===== config.mk =====
export PLATFORM = sky130hd
export DESIGN_NAME = gb_timer
export DESIGN_NICKNAME = d
export VERILOG_FILES = /design/src/rtl/gb_timer_pkg.sv /design/src/rtl/timer_fall_detect.sv /design/src/rtl/gb_timer.sv
export SDC_FILE = /design/constraint.sdc
export NUM_CORES = 1
export LEC_CHECK = 0
export CAP_MARGIN = 20
export CORE_MARGIN = 2
export CORE_UTILIZATION = 44
export DETAILED_ROUTE_END_ITERATION = 10
export PLACE_DENSITY = 0.64
export SETUP_SLACK_MARGIN = 0.4
export SLEW_MARGIN = 10
export SYNTH_ARGS = -nofsm -noshare
export SYNTH_HDL_FRONTEND = slang
export SYNTH_SLANG_ARGS = --single-unit

===== constraint.sdc =====
create_clock -name clk -period 2.2 [get_ports clk]
set_input_delay 0.33 -clock clk [delete_from_list [all_inputs] [get_ports clk]]
set_output_delay 0.33 -clock clk [all_outputs]
set_load 0.01 [all_outputs]

===== src/rtl/gb_timer_pkg.sv =====
// Shared constants and types for the gb_timer divider/timer block.
package gb_timer_pkg;

  localparam logic [1:0] ADDR_DIV  = 2'd0;
  localparam logic [1:0] ADDR_TIMA = 2'd1;
  localparam logic [1:0] ADDR_TMA  = 2'd2;
  localparam logic [1:0] ADDR_TAC  = 2'd3;

  typedef enum logic [1:0] {
    SEL_4K   = 2'b00,
    SEL_262K = 2'b01,
    SEL_65K  = 2'b10,
    SEL_16K  = 2'b11
  } tac_sel_t;

  typedef enum logic {
    ST_IDLE = 1'b0,
    ST_OVF  = 1'b1
  } tmr_state_t;

  // Divider bit whose falling edge clocks TIMA for a given TAC rate select.
  function automatic logic [3:0] tap_index(input tac_sel_t sel);
    tap_index = 4'd9;
    case (sel)
      SEL_4K:   tap_index = 4'd9;
      SEL_262K: tap_index = 4'd3;
      SEL_65K:  tap_index = 4'd5;
      SEL_16K:  tap_index = 4'd7;
      default:  tap_index = 4'd9;
    endcase
  endfunction

endpackage


===== src/rtl/timer_fall_detect.sv =====
// Registered falling-edge detector; a suppressed cycle blanks the edge seen right after it.
module timer_fall_detect (
  input  logic clk,
  input  logic reset,
  input  logic i_sig,
  input  logic i_suppress,
  output logic o_fall
);

  logic r_prev;
  logic r_supp;

  always_ff @(posedge clk or negedge reset) begin
    if (!reset) begin
      r_prev <= 1'b0;
      r_supp <= 1'b0;
    end else begin
      r_prev <= i_sig;
      r_supp <= i_suppress;
    end
  end

  assign o_fall = r_prev & ~i_sig & ~r_supp;

endmodule


===== src/rtl/gb_timer.sv =====
// Game Boy DIV/TIMA/TMA/TAC timer with delayed overflow reload.
// Define GB_TIMER_GLITCH_EN to let DIV/TAC writes produce DMG-style spurious ticks.
module gb_timer
  import gb_timer_pkg::*;
#(
  parameter int OVF_DELAY = 4
) (
  input  logic       clk,
  input  logic       reset,
  input  logic [1:0] addr,
  input  logic       wr,
  input  logic [7:0] din,
  output logic [7:0] dout,
  output logic       irq_timer
);

  localparam int CW = (OVF_DELAY > 1) ? $clog2(OVF_DELAY) : 1;
  localparam logic [CW-1:0] CNT_LOAD = CW'(OVF_DELAY - 1);

  logic [15:0]   r_div;
  logic [7:0]    r_tima;
  logic [7:0]    r_tma;
  logic [2:0]    r_tac;
  tmr_state_t    r_state;
  logic [CW-1:0] r_cnt;
  logic          r_irq;

  logic [15:0]   w_div_next;
  logic [7:0]    w_tima_next;
  logic [7:0]    w_tma_next;
  logic [2:0]    w_tac_next;
  tmr_state_t    w_state_next;
  logic [CW-1:0] w_cnt_next;
  logic          w_irq_next;

  logic       w_wr_div, w_wr_tima, w_wr_tma, w_wr_tac;
  logic [3:0] w_tap;
  logic       w_sig, w_suppress, w_fall;

  assign w_wr_div  = wr & (addr == ADDR_DIV);
  assign w_wr_tima = wr & (addr == ADDR_TIMA);
  assign w_wr_tma  = wr & (addr == ADDR_TMA);
  assign w_wr_tac  = wr & (addr == ADDR_TAC);

  assign w_tap = tap_index(tac_sel_t'(r_tac[1:0]));
  assign w_sig = r_tac[2] & r_div[w_tap];

`ifdef GB_TIMER_GLITCH_EN
  assign w_suppress = 1'b0;
`else
  // Edges caused by register writes must not count; only divider rollover may tick.
  assign w_suppress = w_wr_div | w_wr_tac;
`endif

  timer_fall_detect u_fall (
    .clk        (clk),
    .reset      (reset),
    .i_sig      (w_sig),
    .i_suppress (w_suppress),
    .o_fall     (w_fall)
  );

  always_ff @(posedge clk or negedge reset) begin
    if (!reset) begin
      r_div   <= 16'h0000;
      r_tima  <= 8'h00;
      r_tma   <= 8'h00;
      r_tac   <= 3'b000;
      r_state <= ST_IDLE;
      r_cnt   <= '0;
      r_irq   <= 1'b0;
    end else begin
      r_div   <= w_div_next;
      r_tima  <= w_tima_next;
      r_tma   <= w_tma_next;
      r_tac   <= w_tac_next;
      r_state <= w_state_next;
      r_cnt   <= w_cnt_next;
      r_irq   <= w_irq_next;
    end
  end

  always_comb begin
    w_div_next   = w_wr_div ? 16'h0000 : r_div + 16'h0001;
    w_tma_next   = w_wr_tma ? din : r_tma;
    w_tac_next   = w_wr_tac ? din[2:0] : r_tac;
    w_tima_next  = r_tima;
    w_state_next = r_state;
    w_cnt_next   = r_cnt;
    w_irq_next   = 1'b0;
    case (r_state)
      ST_IDLE: begin
        if (w_wr_tima) begin
          w_tima_next = din;
        end else if (w_fall) begin
          if (r_tima == 8'hFF) begin
            w_tima_next  = 8'h00;
            w_state_next = ST_OVF;
            w_cnt_next   = CNT_LOAD;
          end else begin
            w_tima_next = r_tima + 8'h01;
          end
        end
      end
      ST_OVF: begin
        // On the reload cycle a same-cycle TMA write feeds straight through.
        if (r_cnt == '0) begin
          w_tima_next  = w_tma_next;
          w_irq_next   = 1'b1;
          w_state_next = ST_IDLE;
        end else if (w_wr_tima) begin
          w_tima_next  = din;
          w_state_next = ST_IDLE;
        end else begin
          w_cnt_next = r_cnt - CW'(1);
        end
      end
      default: w_state_next = ST_IDLE;
    endcase
  end

  always_comb begin
    dout = 8'h00;
    case (addr)
      ADDR_DIV:  dout = r_div[15:8];
      ADDR_TIMA: dout = r_tima;
      ADDR_TMA:  dout = r_tma;
      ADDR_TAC:  dout = {5'b11111, r_tac};
      default:   dout = 8'h00;
    endcase
  end

  assign irq_timer = r_irq;

endmodule


* Word-level counts from Yosys, hierarchy flattened *
Index checks and enable logic that the tools add are counted.
Widths: inputs -> output; s select.

storage, ports and cells
  output and inout bits = 9
  input port bits = 13
  flip-flop bits (word level) = 41
  logic and storage cells = 69

operators by class
  eq/ne operators = 14
  $lt $le $gt $ge = 1
  mux-type cells = 26
  $add $sub $neg = 3
  reductions and logical operators = 5
  bitwise gates (word level) = 11

operator list
  operator               number
  $mux 8                 6
  $pmux 8 s4             1
  $add 16x1->16 const B  1
  $mux 16                1
  $pmux 4 s4             1
  $pmux 8 s2             1
  $mux 2                 5
  $add 8x1->8 const B    1
  $eq 2x2->1 const B     4
  $eq 8x8->1 const B     1
  $mux 1                 8
  $ne 2x2->1 const B     4
  $and 1x1->1            7
  $logic_not 2->1        3
  $lt 4x5->1 const B     1
  $reduce_and 5->1       1
  $bmux 1 s4             1
  $eq 2x1->1 const B     2
  $pmux 2 s2             1
  $ne 3x1->1 const B     1
  $ne 3x2->1 const B     1
  $not 1->1              3
  $ne 2x1->1 const B     1
  $pmux 1 s2             1
  3 further kinds        3

* Longest topological paths before layout *
Gate-level depths: netlist of the first run.

  depth after elaboration = 11
  mapped depth = 8
  gate-level depth less buffers = 6

* Cells and area by module *
A second synthesis of the first run with hierarchy kept.

unflattened totals
  cell total of the unflattened synthesis = 218
  area total of the unflattened synthesis = 2,290.9 um^2

by module, submodules not included
  module             cells an instance  area each (um^2)  times used  seq. area each (um^2)
  gb_timer           215                2,228.4           1           975.9
  timer_fall_detect  3                  62.6              1           50.0

* Least setup slack after synthesis of the first run *
No wires, ideal clock.

  path type = register to register
  from = reg r_cnt[0]
  to = reg r_tima[0]
  clock period less this slack = 1.830 ns
  stages on the path, launching flop included = 9
  arrival = 1.705 ns
  setup slack = 0.370 ns
  buffers on the path = 2
  setup time = 0.125 ns
  required time = 2.075 ns
  path through = dfrtp_1 -> inv_1 -> ha_1 -> and2_1 -> buf_6 -> and2_0 -> buf_2 -> a221o_1 -> mux2_4

on the way
  cells in the longest elaborated chain, start to end = 3
  elaborated cells between the ends (all ways) = 5
  those cells by class = eq/ne (1); mux (2); reduce/logical (2)

RTL lines
  what                                                   line             RTL
  from (decl)                                            gb_timer.sv:25   logic [CW-1:0] r_cnt;
  from (signal assigned)                                 gb_timer.sv:78   r_cnt <= w_cnt_next;
  $logic_not 2->1 (*)                                    gb_timer.sv:107  if (r_cnt == '0) begin
  $mux 8 / $ne 3x1->1 (equally long branches)            -
  $pmux 8 s2 / $reduce_and 2->1 (equally long branches)  -
  to (signal assigned)                                   gb_timer.sv:74   r_tima <= w_tima_next;
  to (decl)                                              gb_timer.sv:21   logic [7:0] r_tima;

Every way passes the cells marked *; elsewhere a longest branch is shown, timed or not.
A chain may end at the register's enable or synchronous reset.

* Worst setup path in the final report of the first run *
  from = reg r_tima[0]
  to = out dout[0]

on the way
  cells in the longest elaborated chain, start to end = 1

RTL lines
  what        line             RTL
  $pmux 8 s4  gb_timer.sv:124  case (addr)
  to (decl)   gb_timer.sv:13   output logic [7:0] dout,

No other way between the ends.

==> results.txt, run 1 <==
Setup TNS Final: 0 ns
First-pass GRT wire length: 9.639 mm
Die footprint: 0.005932 mm²
Aggregate routed wire length: 5.665 mm
Type of the worst setup path: flip-flop to primary output
Number of instances in the synthesized netlist: 223
Power density normalized to cell area: 868.5 mW/mm²
Maximum clock path buffer count: 2
Type of the worst min-delay path: input port to flip-flop
Final worst-path cycle share: 80.28%
Critical path data arrival time: 1.44 ns
Commonest cells after routing, fill and taps aside: 35 x dfrtp_1, 33 x buf_4, 14 x nor2_1
Number of inserted filler cells in the final layout: 464
Placer Congestion: 0.8251
Status: finished, final reports clean
Number of synthesis warnings: 0
Number of endpoints failing setup at the final stage: 0
Placed wire-length estimate: 3.887 mm
Initial antenna violation count: 0
Via count of the first global-routing pass: 1976
Final-stage net count: 292
Combined buffer and inverter count along the critical path: 1
Total clock sinks: 41
Number of DRC markers in iteration 0: 162
Antenna Diode Count: 0
Number of buffers created by CTS: 5
Worst slew margin: 72.24%
Vias per std cell: 5.718
Register area share after synthesis: 43.73%
Max H-tree Level: 2
Clock Tree Root: clkbuf_8
Unrepaired setup endpoints after global routing: true
Worst setup SP type: flip-flop
Antenna-violating nets left: 0
Number of hold violations in the final report: 0
Post-synthesis instance area: 0.002346 mm²
Core Util, Final: 59.42%
CP cell instances: mux4_2, clkdlybuf4s15_1
Cell depth of the worst hold path: 2
Max FO, Critical Path: 3
Starting density of the core: 45.64%
GRT Resource Usage Total: 20.54%
Async set-or-reset flop fraction in the synthesized netlist: 100.0%
Core area: 0.005140 mm²
Synth Area per Inst: 10.52 µm²
Time the final worst path needs with I/O delays and setup: 1.766 ns
Mapped Nets: 239
Worst setup skew after layout: 0.003821 ns
Top FF cell, synth: dfrtp_1
TritonCTS clock tree: built
Unique masters post-synth: 50
Number of enable flip-flop cells after synthesis: 0
Drt wl/cell: 16.33 µm
Count of state elements after synthesis: 41
Final Max Slew Viols: 0
Slowest cell on the critical path: mux4_2
Crit path depth: 2
Clock latency on the worst-skew pair: 0.30 ns
Critical path's largest stage delay: 0.46 ns
Number of max-capacitance violations reported: 0
Kind of end point of the critical path: primary output
DIE HEIGHT: 77.02 µm
Number of buffers added on ports: 21
Ratio of cells with drive above 1 in the final layout: 31.05%
Top achievable clock speed: 566.2 MHz
Most common library cell in the layout ignoring fill and taps: dfrtp_1
Top Ports: 22
CP Data Required Time: 1.87 ns
Area added between synthesis and finish: 30.19%
Horiz. Die Dim: 77.02 µm
Final global-route overflow total: 0
Slew of the pin with the lowest slew margin: 0.4164 ns
Top cell family by delay on the critical path: multiplexers
Total leakage power: 0.001301 µW
Path depth of the worst reg2reg path: 5
VDD IR-drop max: 0.4032 mV
Pin count of the biggest net entering global routing: 27
Number of core rows: 26
Router iterations before antenna repair: 4
Clock edge transition at the registers on the reported setup and hold paths: 0.08 ns
Residual DRC count: 0
Via total after detailed routing: 1984
==> flip-flops by register name, summed over array words and instances, names as in the netlist <==
signal         count
r_tac              3
r_div             16
r_state            1
irq_timer          1
r_tma              8
u_fall.r_supp      1
r_cnt              2
u_fall.r_prev      1
r_tima             8
==> per-layer routing <==
metal	part of all wire (%)	track usage, %	up-vias	wire, µm
met2	46	32.63	53	2608
li1	-	-	952	-
met1	47	28.43	971	2667
met5	0	0	-	0
met3	5.1	4.235	8	290
met4	1.7	6.250	0	99
==> synth_stat cells, types with 5 or more instances <==
cell / number / area, µm²
a21oi_1: 5 / 25.02
a211oi_1: 7 / 52.55
xnor2_1: 10 / 87.58
nor3_1: 8 / 40.04
nand3_1: 9 / 45.04
a221oi_1: 7 / 61.31
o21ai_0: 5 / 25.02
o22a_1: 5 / 43.79
dfrtp_1: 41 / 1026
nor4_1: 7 / 43.79
nor2_1: 14 / 52.55
nand2_1: 8 / 30.03
o22ai_1: 7 / 43.79
mux2_2: 13 / 146.4
inv_1: 13 / 48.80
==> power by group <==
group	switching, µW	leakage (µW)	internal (µW)
logic	406	0.000729	509
clock network	263	0.0000585	370
registers	171	0.000513	933
total	841	0.00130	1810
==> worst paths after layout <==
path                            from             to  slack (ns)
max                        r_tima[0]        dout[0]        0.43
min                               wr  u_fall.r_supp        0.45
max reg2reg                r_tima[1]      r_tima[0]        0.48
min reg2reg                 r_div[0]       r_div[0]        0.51
max in group asynchronous      reset      r_tima[5]        1.05
min in group asynchronous      reset       r_div[9]        0.47
==> per-stage QoR <==
stage	std cells	power (µW)	worst slack, ns	cell area, µm²	hold slack, ns
floorplan	223	1573	0.4061	2351	0.03441
global placement	317	1832	-0.1052	2686	0.2598
detailed placement	317	1843	-0.1159	2686	0.2609
CTS	339	2558	0.3842	2949	0.4766
global route	347	2825	0.3511	3054	0.4648
finish	347	2653	0.4338	3054	0.4538
==> cell families after synthesis <==
group | synth area share (%)
compound gates | 15.89
simple gates | 18.13
fa+ha+maj | 1.600
buf+inv | 5.280
xor+xnor | 4.107
mux | 11.25
flops | 43.73
==> what timing repair did <==
action / in CTS / in global routing
hold buffers: 1 / 0
endpoints found under the hold margin: 15 / 0
setup buffers: 12 / 8
gates resized for setup: 24 / 19
cloned: 1 / 0
pin swaps: 0 / 1
setup endpoints to repair: 16 / 15
==> final cells by class <==
cell class              instances  area, µm²  area share (%)
flip-flops and latches         41       1033           33.84
clock buffers                   7      86.33           2.827
multi-input cells             158       1254           41.05
well taps                      70      87.58           2.868
clock inverters                 1      30.03          0.9832
repair buffers                 57      514.2           16.84
inverters                      13      48.80           1.598
(Power assumes the default switching activity.)
==> run 2: changes to the inputs <==
Clock period 2.2 ns to 1.77 ns, I/O delays scaled along.
==> run 2 against run 1 <==
Register-to-register slack got worse by 0.34 ns. Clock-buffer cell count fell by 2. Global-route usage rose by 2.1 points. Wire length rose by 19%. Design area rose by 18%. Setup slack got worse by 0.29 ns. Die area did not move. Hold slack got worse by 0.0050 ns. Combinational power rose by 61%. Sequential power rose by 25%. Core utilization rose by 11 points. Final cell count rose by 11%. Largest power group is now combinational logic.
==> results.txt, run 2 (same netlist as run 1, synthesis figures left out) <==
Number of DRC markers in iteration 0: 199 (+23%)
Power consumption: 3760 µW (+42%)
Vias per std cell: 5.729 (+0.20%)
Max FO, Critical Path: 3 (unchanged)
Via total after detailed routing: 2200 (+11%)
Largest register by flop count: r_div
Total clock sinks: 41 (unchanged)
Top Ports: 22 (unchanged)
Kind of end point of the critical path: flip-flop
Placer Congestion: 0.8834 (+7.1%)
Commonest cells after routing, fill and taps aside: 59 x buf_4, 36 x dfrtp_1, 14 x buf_6
VDD IR-drop max: 0.6311 mV (+57%)
GRT Resource Usage Total: 22.60% (+2.1 points)
Most common library cell in the layout ignoring fill and taps: buf_4
Clock edge transition at the registers on the reported setup and hold paths: 0.09 ns (about the same)
Regs by FF count: r_div (16), r_tima (8), r_tma (8)
Final global-route overflow total: 0 (unchanged)
Worst slew margin: 76.96% (+4.7 points)
Horiz. Die Dim: 77.02 µm (unchanged)
Antenna Diode Count: 0 (unchanged)
Total non-filler cell area in the finished layout: 0.003607 mm² (+18%)
Number of inserted filler cells in the final layout: 379 (-18%)
Status: finished, final reports clean
Power density normalized to cell area: 1042 mW/mm² (+20%)
Top achievable clock speed: 614.7 MHz
Aggregate routed wire length: 6.721 mm (+19%)
Clock Tree Root: clkbuf_8
Ratio of cells with drive above 1 in the final layout: 49.36% (+18 points)
Final Max Slew Viols: 0 (unchanged)
Router iterations before antenna repair: 4 (unchanged)
Clock latency on the worst-skew pair: 0.31 ns (about the same)
Worst setup skew after layout: 0.01120 ns (+0.007381 ns)
Antenna-violating nets left: 0 (unchanged)
Residual DRC count: 0 (unchanged)
Number of hold violations in the final report: 0 (unchanged)
Final-stage net count: 329 (+13%)
Via count of the first global-routing pass: 2176 (+10%)
Number of buffers added on ports: 21 (unchanged)
Placed Area: 0.002811 mm² (+4.7%)
Number of buffers created by CTS: 5 (unchanged)
Type of the worst min-delay path: input port to async pin
Maximum clock path buffer count: 2 (unchanged)
Worst setup SP type: flip-flop
Number of max-capacitance violations reported: 0 (unchanged)
Placed wire-length estimate: 4.014 mm (+3.3%)
Area added between synthesis and finish: 53.76%
Die footprint: 0.005932 mm² (unchanged)
Total leakage power: 0.001646 µW (+27%)
Number of core rows: 26 (unchanged)
Critical path data arrival time: 1.81 ns (+0.37 ns)
Core area: 0.005140 mm² (unchanged)
DIE HEIGHT: 77.02 µm (unchanged)
Max reg flops: 16 (unchanged)
CP Data Required Time: 1.96 ns (+0.09 ns)
Type of the worst setup path: flip-flop to flip-flop
Time the final worst path needs with I/O delays and setup: 1.627 ns
Setup TNS Final: 0 ns (unchanged)
Unrepaired setup endpoints after global routing: true
WHS: 0.4487 ns (-0.005034 ns)
Final worst-path cycle share: 91.91%
Pin count of the biggest net entering global routing: 42 (+56%)
Worst slack at placement: -0.4282 ns (-0.3123 ns)
Drt wl/cell: 17.50 µm (+7.2%)
Post-route worst setup slack: 0.1432 ns (-0.2907 ns)
First-pass GRT wire length: 10.54 mm (+9.4%)
Max H-tree Level: 2 (unchanged)
Slew of the pin with the lowest slew margin: 0.3450 ns (-0.07141 ns)
Starting density of the core: 45.64% (unchanged)
Initial antenna violation count: 0 (unchanged)
TritonCTS clock tree: built
Number of endpoints failing setup at the final stage: 0 (unchanged)
-- run 2: layout make-up --
class                           count  area [µm²]  share of cell area [%]
Clock buffer                        5       68.82                   1.908
Sequential cell                    41        1032                   28.62
Clock inverter                      3       65.06                   1.804
Multi-Input combinational cell    158        1488                   41.24
Inverter                           13       48.80                   1.353
Timing Repair Buffer               94       817.0                   22.65
Tap cell                           70       87.58                   2.428
-- run 2: routing by layer --
layer | GRT usage (%) | part of all wire (%)
met1 | 31.17 | 45
met5 | 0 | 0
met3 | 4.588 | 5.4
met4 | 8.750 | 1.7
met2 | 35.18 | 48
-- run 2: worst paths after layout --
path                            endpoint  slack, ns  depth (start not counted)     start
max                            r_tima[0]       0.14                          5  r_tac[0]
min                             r_div[0]       0.45                          3     reset
max reg2reg                    r_tima[0]       0.14                          5  r_tac[0]
min reg2reg                     r_div[0]       0.50                          1  r_div[0]
max in group asynchronous      r_tima[3]       1.09                          3     reset
min in group clk           u_fall.r_supp       0.50                          4   addr[0]
-- run 2: critical path: stages, from the launching register on --
cell      delay, ns
dfrtp_1        0.41
buf_6          0.14
mux2i_4        0.19
o221ai_4       0.22
a21o_1         0.23
mux2_4         0.31
-- run 2: repair_timing --
action	4_1_cts	5_1_grt
pin swaps	17	24
gates cloned	1	0
hold buffers	1	0
hold endpoints to repair	41	0
setup endpoints to repair	36	30
gates resized for setup	83	32
setup buffers	31	12
-- run 2: power breakdown --
part / leakage [µW] / total, µW / switching, µW / internal, µW
Clock: 0.0000681 / 907 / 346 / 561
Combinational: 0.00106 / 1470 / 634 / 841
Sequential: 0.000514 / 1380 / 222 / 1160
Total: 0.00165 / 3760 / 1200 / 2560
-- run 2: per-stage QoR --
step / util [%] / std cells
after CTS: 65.38 / 372
after floorplan: - / 223
after global routing: 70.18 / 384
after detailed placement: 54.70 / 331
after global placement: 54.70 / 331
final: 70.18 / 384
